==> config.mk <==
export PLATFORM = sky130hd
export DESIGN_NAME = systolic_feeder
export DESIGN_NICKNAME = d
export VERILOG_FILES = /design/src/rtl/systolic_pkg.sv /design/src/rtl/systolic_feeder.sv
export SDC_FILE = /design/constraint.sdc
export NUM_CORES = 1
export LEC_CHECK = 0
export CORE_ASPECT_RATIO = 0.6
export CORE_UTILIZATION = 39
export CTS_BUF_LIST = sky130_fd_sc_hd__clkbuf_16
export CTS_CLUSTER_SIZE = 20
export DETAILED_ROUTE_END_ITERATION = 6
export PLACE_DENSITY = 0.83
export SLEW_MARGIN = 10
export SYNTH_ARGS = -nofsm -noshare
export SYNTH_HDL_FRONTEND = slang
export SYNTH_SLANG_ARGS = --single-unit
export TNS_END_PERCENT = 50
==> constraint.sdc <==
create_clock -name clk -period 2.8 [get_ports clk]
set_clock_uncertainty 0.2 [all_clocks]
set_input_delay 0.56 -clock clk [delete_from_list [all_inputs] [get_ports clk]]
set_output_delay 0.56 -clock clk [all_outputs]
set_load 0.03 [all_outputs]
==> src/rtl/systolic_pkg.sv <==
// Shared definitions for the systolic feeder and the systolic array it drives.
// Holds the feeder state encoding and the default array geometry / timeout.
package systolic_pkg;

  localparam int N_DEF       = 3;   // array dimension
  localparam int DW_DEF      = 8;   // operand width
  localparam int CW_DEF      = 16;  // result element width
  localparam int TIMEOUT_DEF = 16;  // maximum WAIT cycles before giving up

  typedef enum logic [2:0] {
    S_IDLE  = 3'd0,
    S_CLEAR = 3'd1,
    S_FEED  = 3'd2,
    S_FLUSH = 3'd3,
    S_WAIT  = 3'd4,
    S_HOLD  = 3'd5
  } state_t;

endpackage

==> src/rtl/systolic_feeder.sv <==
// Systolic array feeder.
// Accepts one matrix pair (A, B), clears the array accumulators, streams
// column k of A and row k of B for k = 0..N-1, flushes with zeros, then waits
// for the array result, captures it and offers it downstream.
//
// Ports:
//   clk, rst          rising-edge clock, asynchronous active-low reset
//   in_valid/in_ready operand pair handshake (accepted when both high)
//   mat_a, mat_b      N*N*DW packed matrices, element (r,c) at [(r*N+c)*DW +: DW]
//   arr_clr_n         active-low accumulator clear to the array (one cycle)
//   arr_a             A column stream, row r at [r*DW +: DW]
//   arr_b             B row stream, column c at [c*DW +: DW]
//   arr_c, arr_valid  array result and its valid strobe (honoured in WAIT only)
//   res_c             captured result, element (r,c) at [(r*N+c)*CW +: CW]
//   res_valid/res_ready result handshake (transfer when both high)
//   timeout           one-cycle pulse when WAIT expires without a result
//   dbg_state         current FSM state, for observation
//
// Handshake: a transfer happens on a rising clk edge where valid and ready are
// both high; valid/ready are not withdrawn by this block before the transfer,
// and in_valid offered while in_ready is low is simply dropped.
//
// Every output is a register loaded from the next-state decode, so outputs
// reflect the state being entered at each edge.
module systolic_feeder
  import systolic_pkg::*;
#(
  parameter int N       = N_DEF,
  parameter int DW      = DW_DEF,
  parameter int CW      = CW_DEF,
  parameter int TIMEOUT = TIMEOUT_DEF
) (
  input  logic              clk,
  input  logic              rst,
  input  logic              in_valid,
  output logic              in_ready,
  input  logic [N*N*DW-1:0] mat_a,
  input  logic [N*N*DW-1:0] mat_b,
  output logic              arr_clr_n,
  output logic [N*DW-1:0]   arr_a,
  output logic [N*DW-1:0]   arr_b,
  input  logic [N*N*CW-1:0] arr_c,
  input  logic              arr_valid,
  output logic [N*N*CW-1:0] res_c,
  output logic              res_valid,
  input  logic              res_ready,
  output logic              timeout,
  output state_t            dbg_state
);

  localparam int KW = (N > 1) ? $clog2(N) : 1;
  localparam int TW = $clog2(TIMEOUT + 1);
  localparam logic [KW-1:0] K_LAST = KW'(N - 1);
  localparam logic [TW-1:0] T_LAST = TW'(TIMEOUT - 1);
  localparam logic [TW-1:0] T_END  = TW'(TIMEOUT);

  state_t              r_state;
  logic [KW-1:0]       r_k;
  logic [TW-1:0]       r_wcnt;
  logic [N*N*DW-1:0]   r_mat_a;
  logic [N*N*DW-1:0]   r_mat_b;
  logic                r_in_ready;
  logic                r_arr_clr_n;
  logic [N*DW-1:0]     r_arr_a;
  logic [N*DW-1:0]     r_arr_b;
  logic [N*N*CW-1:0]   r_res_c;
  logic                r_res_valid;
  logic                r_timeout;

  state_t              w_state_nxt;
  logic [KW-1:0]       w_k_nxt;
  logic [TW-1:0]       w_wcnt_nxt;
  logic                w_load_mat;
  logic                w_load_res;
  logic                w_timeout_nxt;
  logic [N*DW-1:0]     w_arr_a_nxt;
  logic [N*DW-1:0]     w_arr_b_nxt;

  // Next-state and control decode.
  always_comb begin
    w_state_nxt   = r_state;
    w_k_nxt       = r_k;
    w_wcnt_nxt    = r_wcnt;
    w_load_mat    = 1'b0;
    w_load_res    = 1'b0;
    w_timeout_nxt = 1'b0;
    case (r_state)
      S_IDLE: begin
        if (in_valid && r_in_ready) begin
          w_state_nxt = S_CLEAR;
          w_load_mat  = 1'b1;
        end
      end
      S_CLEAR: begin
        w_state_nxt = S_FEED;
        w_k_nxt     = '0;
      end
      S_FEED: begin
        if (r_k == K_LAST) begin
          w_state_nxt = S_FLUSH;
        end else begin
          w_k_nxt = r_k + 1'b1;
        end
      end
      S_FLUSH: begin
        w_state_nxt = S_WAIT;
        w_wcnt_nxt  = '0;
      end
      S_WAIT: begin
        // The count parks at TIMEOUT for the single cycle the timeout pulse
        // is visible; the state then returns to IDLE without touching res_c.
        if (r_wcnt == T_END) begin
          w_state_nxt = S_IDLE;
        end else if (arr_valid) begin
          w_state_nxt = S_HOLD;
          w_load_res  = 1'b1;
        end else begin
          w_wcnt_nxt    = r_wcnt + 1'b1;
          w_timeout_nxt = (r_wcnt == T_LAST);
        end
      end
      S_HOLD: begin
        if (res_ready) begin
          w_state_nxt = S_IDLE;
        end
      end
      default: w_state_nxt = S_IDLE;
    endcase
  end

  // Operand selection for the cycle being entered: zeros unless feeding.
  always_comb begin
    w_arr_a_nxt = '0;
    w_arr_b_nxt = '0;
    if (w_state_nxt == S_FEED) begin
      for (int i = 0; i < N; i++) begin
        w_arr_a_nxt[i*DW +: DW] = r_mat_a[(i*N + int'(w_k_nxt))*DW +: DW];
        w_arr_b_nxt[i*DW +: DW] = r_mat_b[(int'(w_k_nxt)*N + i)*DW +: DW];
      end
    end
  end

  always_ff @(posedge clk or negedge rst) begin
    if (!rst) begin
      r_state     <= S_IDLE;
      r_k         <= '0;
      r_wcnt      <= '0;
      r_mat_a     <= '0;
      r_mat_b     <= '0;
      r_in_ready  <= 1'b0;
      r_arr_clr_n <= 1'b1;
      r_arr_a     <= '0;
      r_arr_b     <= '0;
      r_res_c     <= '0;
      r_res_valid <= 1'b0;
      r_timeout   <= 1'b0;
    end else begin
      r_state     <= w_state_nxt;
      r_k         <= w_k_nxt;
      r_wcnt      <= w_wcnt_nxt;
      r_in_ready  <= (w_state_nxt == S_IDLE);
      r_arr_clr_n <= (w_state_nxt != S_CLEAR);
      r_arr_a     <= w_arr_a_nxt;
      r_arr_b     <= w_arr_b_nxt;
      r_res_valid <= (w_state_nxt == S_HOLD);
      r_timeout   <= w_timeout_nxt;
      if (w_load_mat) begin
        r_mat_a <= mat_a;
        r_mat_b <= mat_b;
      end
      if (w_load_res) begin
        r_res_c <= arr_c;
      end
    end
  end

  assign in_ready  = r_in_ready;
  assign arr_clr_n = r_arr_clr_n;
  assign arr_a     = r_arr_a;
  assign arr_b     = r_arr_b;
  assign res_c     = r_res_c;
  assign res_valid = r_res_valid;
  assign timeout   = r_timeout;
  assign dbg_state = r_state;

endmodule

**Word level (Yosys, flattened, before mapping)**

Cells that the tools add are included.

- Flip-flop bits (word level): 350
- Output and inout bits: 199
- Bits of input ports: 293

- Equal/unequal tests: 13
- Muxes and demuxes: 21
- Multipliers: 1
- Add/sub/neg operators: 6
- Reduce and logical (&&, ||, !) cells: 5
- Shift-type cells: 6

Operator list:

| kind | number |
|---|---|
| $shiftx 72x32->8 | 2 |
| $shiftx 72x6->8 | 1 |
| $shiftx 72x7->8 | 1 |
| $shiftx 72x8->8 | 1 |
| $shiftx 72x9->8 | 1 |
| $mux 24 | 2 |
| $add 29x2->29 const B | 1 |
| $pmux 3 s6 | 1 |
| $mux 3 | 5 |
| $mux 5 | 2 |
| $pmux 5 s2 | 1 |
| $eq 3x2->1 const B | 3 |
| $eq 3x3->1 const B | 3 |
| $mux 1 | 8 |
| $logic_not 3->1 | 2 |
| $add 4x2->5 const B | 1 |
| $add 5x1->5 const B | 1 |
| $eq 5x4->1 const B | 1 |
| $eq 5x5->1 const B | 1 |
| $add 3x2->4 const A | 1 |
| $mul 2x2->4 const B | 1 |
| $ne 2x2->1 const B | 2 |
| $pmux 2 s2 | 1 |
| $add 2x2->3 const A | 1 |
| 8 further kinds | 8 |

**Depth between registers and ports, before layout**

- Word-level depth: 7
- Gate-level depth with buffers: 11

**Worst setup path before layout**

OpenSTA, ideal clock, no wires.

- Path kind: flip-flop to flip-flop
- Start point: register r_state[1] (netlist: dbg_state[1])
- End point: register r_arr_b[10] (netlist: arr_b[10])
- Buffers on the path: 5
- Clock period less this slack: 3.147 ns
- Setup slack: -0.347 ns
- Arrival: 2.818 ns
- Stages on the path, launching flop included: 11
- Required time: 2.471 ns
- Cell sequence: dfrtp_1 -> buf_6 -> and3_1 -> or4_1 -> buf_6 -> buf_6 -> buf_2 -> ha_1 -> clkbuf_1 -> mux4_2 -> nor2b_1

- Longest elaborated chain between the ends: 6
- Elaborated cells on any way between the ends: 18

RTL lines:

| item | line | RTL |
|---|---|---|
| start: declaration | systolic_feeder.sv:57 | `state_t r_state;` |
| start signal: assignment | systolic_feeder.sv:158 | `r_state <= w_state_nxt;` |
| $eq 3x2->1 or $eq 3x1->1 (tied branches) | systolic_feeder.sv:87 | `case (r_state)` |
| $pmux 2 s2 * | systolic_feeder.sv:87 |  |
| net w_k_nxt[1] | systolic_feeder.sv:71 | `logic [KW-1:0] w_k_nxt;` |
| $mul 2x2->4 * | systolic_feeder.sv:138 | `w_arr_b_nxt[i*DW +: DW] = r_mat_b[(int'(w_k_nxt)*N + i)*DW +: DW];` |
| $add 29x2->29 * | systolic_feeder.sv:138 |  |
| $shiftx 72x32->8 * | systolic_feeder.sv:138 |  |
| $mux 24 * | systolic_feeder.sv:135 | `if (w_state_nxt == S_FEED) begin` |
| net w_arr_b_nxt[10] | systolic_feeder.sv:77 | `logic [N*DW-1:0] w_arr_b_nxt;` |
| end signal: assignment | systolic_feeder.sv:164 | `r_arr_b <= w_arr_b_nxt;` |
| end: declaration | systolic_feeder.sv:65 | `logic [N*DW-1:0] r_arr_b;` |

The timed path passes the listed nets; every way through them passes the cells marked *.
A chain may end at the register's enable or synchronous reset.

**Worst setup path in the final report**

- Start point: register r_state[1] (netlist: dbg_state[1])
- End point: output port dbg_state[1]

RTL lines:

| item | line | RTL |
|---|---|---|
| end: declaration | systolic_feeder.sv:48 | `output state_t dbg_state` |

No word-level cell between the ends.

==> results.yml <==
routing:
  top_layer_used: "met4"
  final_antenna_net_count: 0
  via_count: 9279
  via_per_inst: 4.94
  wl_met1_um: 16300
  drt_pass1_iterations: 4
  met2_length_um: 18800
  wire_per_inst_um: 20.4
  drt_iter0_markers: 371
  drc_errors: 0
  drt_wl_total_um: 38400
  met3_wirelength_um: 2440
clock_tree:
  htreeDepth: 2
  clock-root-buffer: "clkbuf_16"
  clkTransAtPathRegs_ps: 70
  cts_buffers: 35
  clockBufferDepth: 3
  clock_latency_ps: 510
  cts_tree: "yes"
  cts_sinks: 350
  post-cts-setup-buffers: 0
sta:
  fin_crit_ps: 2650
  finalSetupViolations: 0
  fin_hold_ws_ps: 283
  layout_worst_path_cycle_share: 0.947
  max_freq_ghz: 0.377
  tns_ps: 0
  worstMarginPinSlew_ps: 707
  setup_ws_ps: 149
  slew_viol_final: 0
  grt_setup_unrepaired: "false"
  hold_viol_final: 0
  slew_headroom: 0.528
critical_path:
  cp_top_family: "buffers and inverters"
  end_kind: "output port"
  crit_slowest_cell: "clkdlybuf4s50_1"
  cp.buffers_inverters: 2
  crit_fanout: 16
  critical_path_class: "reg2out"
  max_stage_delay_ps: 780
  cp_data_required_time_ps: 2040
  worstSetupStartpointType: "register"
  cp.arrival_ps: 1890
  crit_chain: "buf_4, clkdlybuf4s50_1"
global_routing:
  grt_pass1_vias: 9818
  grt_overflow: 0
  grt_max_degree: 81
  antenna_found_initial: 5
  track_usage: 0.207
  grt_pass1_wl_um: 57500
die:
  start_util: 0.398
  die_area_mm2: 0.0365
  io_pins: 492
  die_x_um: 246
  core.rowCount: 53
  fp.coreArea_mm2: 0.0351
  die_y_um: 148
final_layout:
  syn2layout_area_growth_pct: 47.0
  drive_gt1_frac: 0.269
  final_cell_mix: "clkdlybuf4s50_1 (490), dfrtp_1 (348), mux2_2 (278)"
  finalNetCount: 1684
  layout_commonest_cell: "clkdlybuf4s50_1"
status:
  status: "finished, final reports clean"
placed_design:
  dp_hpwl_um: 28400
  dp_slack_ps: 7.40
  portBuffers: 491
  gp_congestion: 0.791
logic_synthesis:
  synthArstFlopShare: 1.00
  synth.distinct_cells: 44
  ys_seq_elements: 350
  syn_nets: 1180
  syn_area_per_cell_um2: 15.8
  synthFlopType: "dfrtp_1"
  synth_edf_count: 0
  ys_warn_count: 0
  yosysSeqAreaShare: 0.628
  netlist_area_mm2: 0.0139
  synthCells: 880
pwr:
  powerDensity_mw_per_mm2: 1180
  ir_worst_vdd_mv: 0.736
  leakagePower_nw: 8.68
worst_hold_path:
  min_path_type: "reg2reg"
flow_run:
  maxCapViolCount: 0
area by class of cell:
cell class / instances / area, um2
clock buffers: 35 / 876
well taps: 467 / 584
inverters: 11 / 53.8
diodes: 6 / 15.0
flip-flops and latches: 350 / 8760
multi-input cells: 465 / 4800
repair buffers: 521 / 5270
clock inverters: 25 / 143
fillers: 2704 / 14600
state kept, by name, summed over array words and instances (netlist names):
name and count:
timeout 1, dbg_state 3, r_mat_a 72, in_ready 1
arr_b 24, r_wcnt 5, r_mat_b 72, res_c 144
arr_clr_n 1, res_valid 1, arr_a 24, r_k 2
routing by layer:
layer | global-route usage | vias up
li1 | - | 4205
met1 | 0.268 | 4739
met2 | 0.343 | 276
met3 | 0.0520 | 59
met4 | 0.0584 | 0
met5 | 0 | -
worst register-to-register path: stages, from the launching register on:
cell	delay, ps
dfrtp_1	410
inv_1	100
ha_1	150
nor4bb_1	450
nor2_2	130
nand2_4	240
buf_12	320
mux2_2	460
power breakdown:
part	leakage, nW	switching (W)	internal (W)
clock	0.534	0.00191	0.00237
sequential	4.28	0.00135	0.00744
combinational	3.87	0.00562	0.00555
synth_stat cells (all sizes together), types with 2 or more instances:
cell,instances,share of area
a21oi,3,0.0011
a311oi,2,0.0013
clkbuf,9,0.0024
mux2i,33,0.024
nand2,5,0.0013
inv,11,0.0039
o2bb2ai,24,0.015
and3,4,0.0018
o22ai,16,0.0072
mux4,8,0.013
a31o,2,0.0013
nor3b,4,0.0022
buf,45,0.025
nor2b,10,0.0045
ha,7,0.0063
o21a,2,0.0011
nor2,11,0.0033
dfrtp,349,0.63
o21ai,2,0.00072
nor4bb,3,0.0022
mux2,290,0.23
nand3,3,0.0011
a22oi,24,0.013
timing repair:
item	4_1_cts	5_1_grt
setup endpoints to repair	3	24
endpoints found under the hold margin	70	0
resized for setup	1	1
hold buffers	1	0
kinds of logic after synthesis:
family                     after synthesis  share of synthesized area
buffers and inverters                   65                     0.0310
adders and majority gates                7                    0.00628
muxes                                  331                      0.271
xor gates and xnor gates                 1                   0.000628
AOI/OAI and AO/OA                       78                     0.0423
and+or+nand+nor                         48                     0.0209
DFF                                    350                      0.628
stage by stage:
step	power (W)	utilization	instances	instance area (um2)
floorplan	0.0157	-	880	14000
global placement	0.0197	0.554	1813	19500
detailed placement	0.0201	0.554	1813	19500
CTS	0.0245	0.584	1874	20500
global route	0.0255	0.584	1877	20500
finish	0.0242	0.584	1880	20500
final timing paths:
path                                         start                      to  slack, ps  cells past startpoint
max                         dbg_state[1]$_DFF_PN0_            dbg_state[1]        150                      2
max in group asynchronous                      rst  res_c[118]$_DFFE_PN0P_       1080                      3
min reg2reg                r_mat_b[64]$_DFFE_PN0P_     arr_b[16]$_DFF_PN0_        280                      1
max reg2reg                  r_wcnt[0]$_DFFE_PN0P_   res_c[68]$_DFFE_PN0P_        220                      7
min                        r_mat_b[64]$_DFFE_PN0P_     arr_b[16]$_DFF_PN0_        280                      1
min in group asynchronous                      rst   res_c[70]$_DFFE_PN0P_        430                      2
Power figures use the tool's default switching activity.
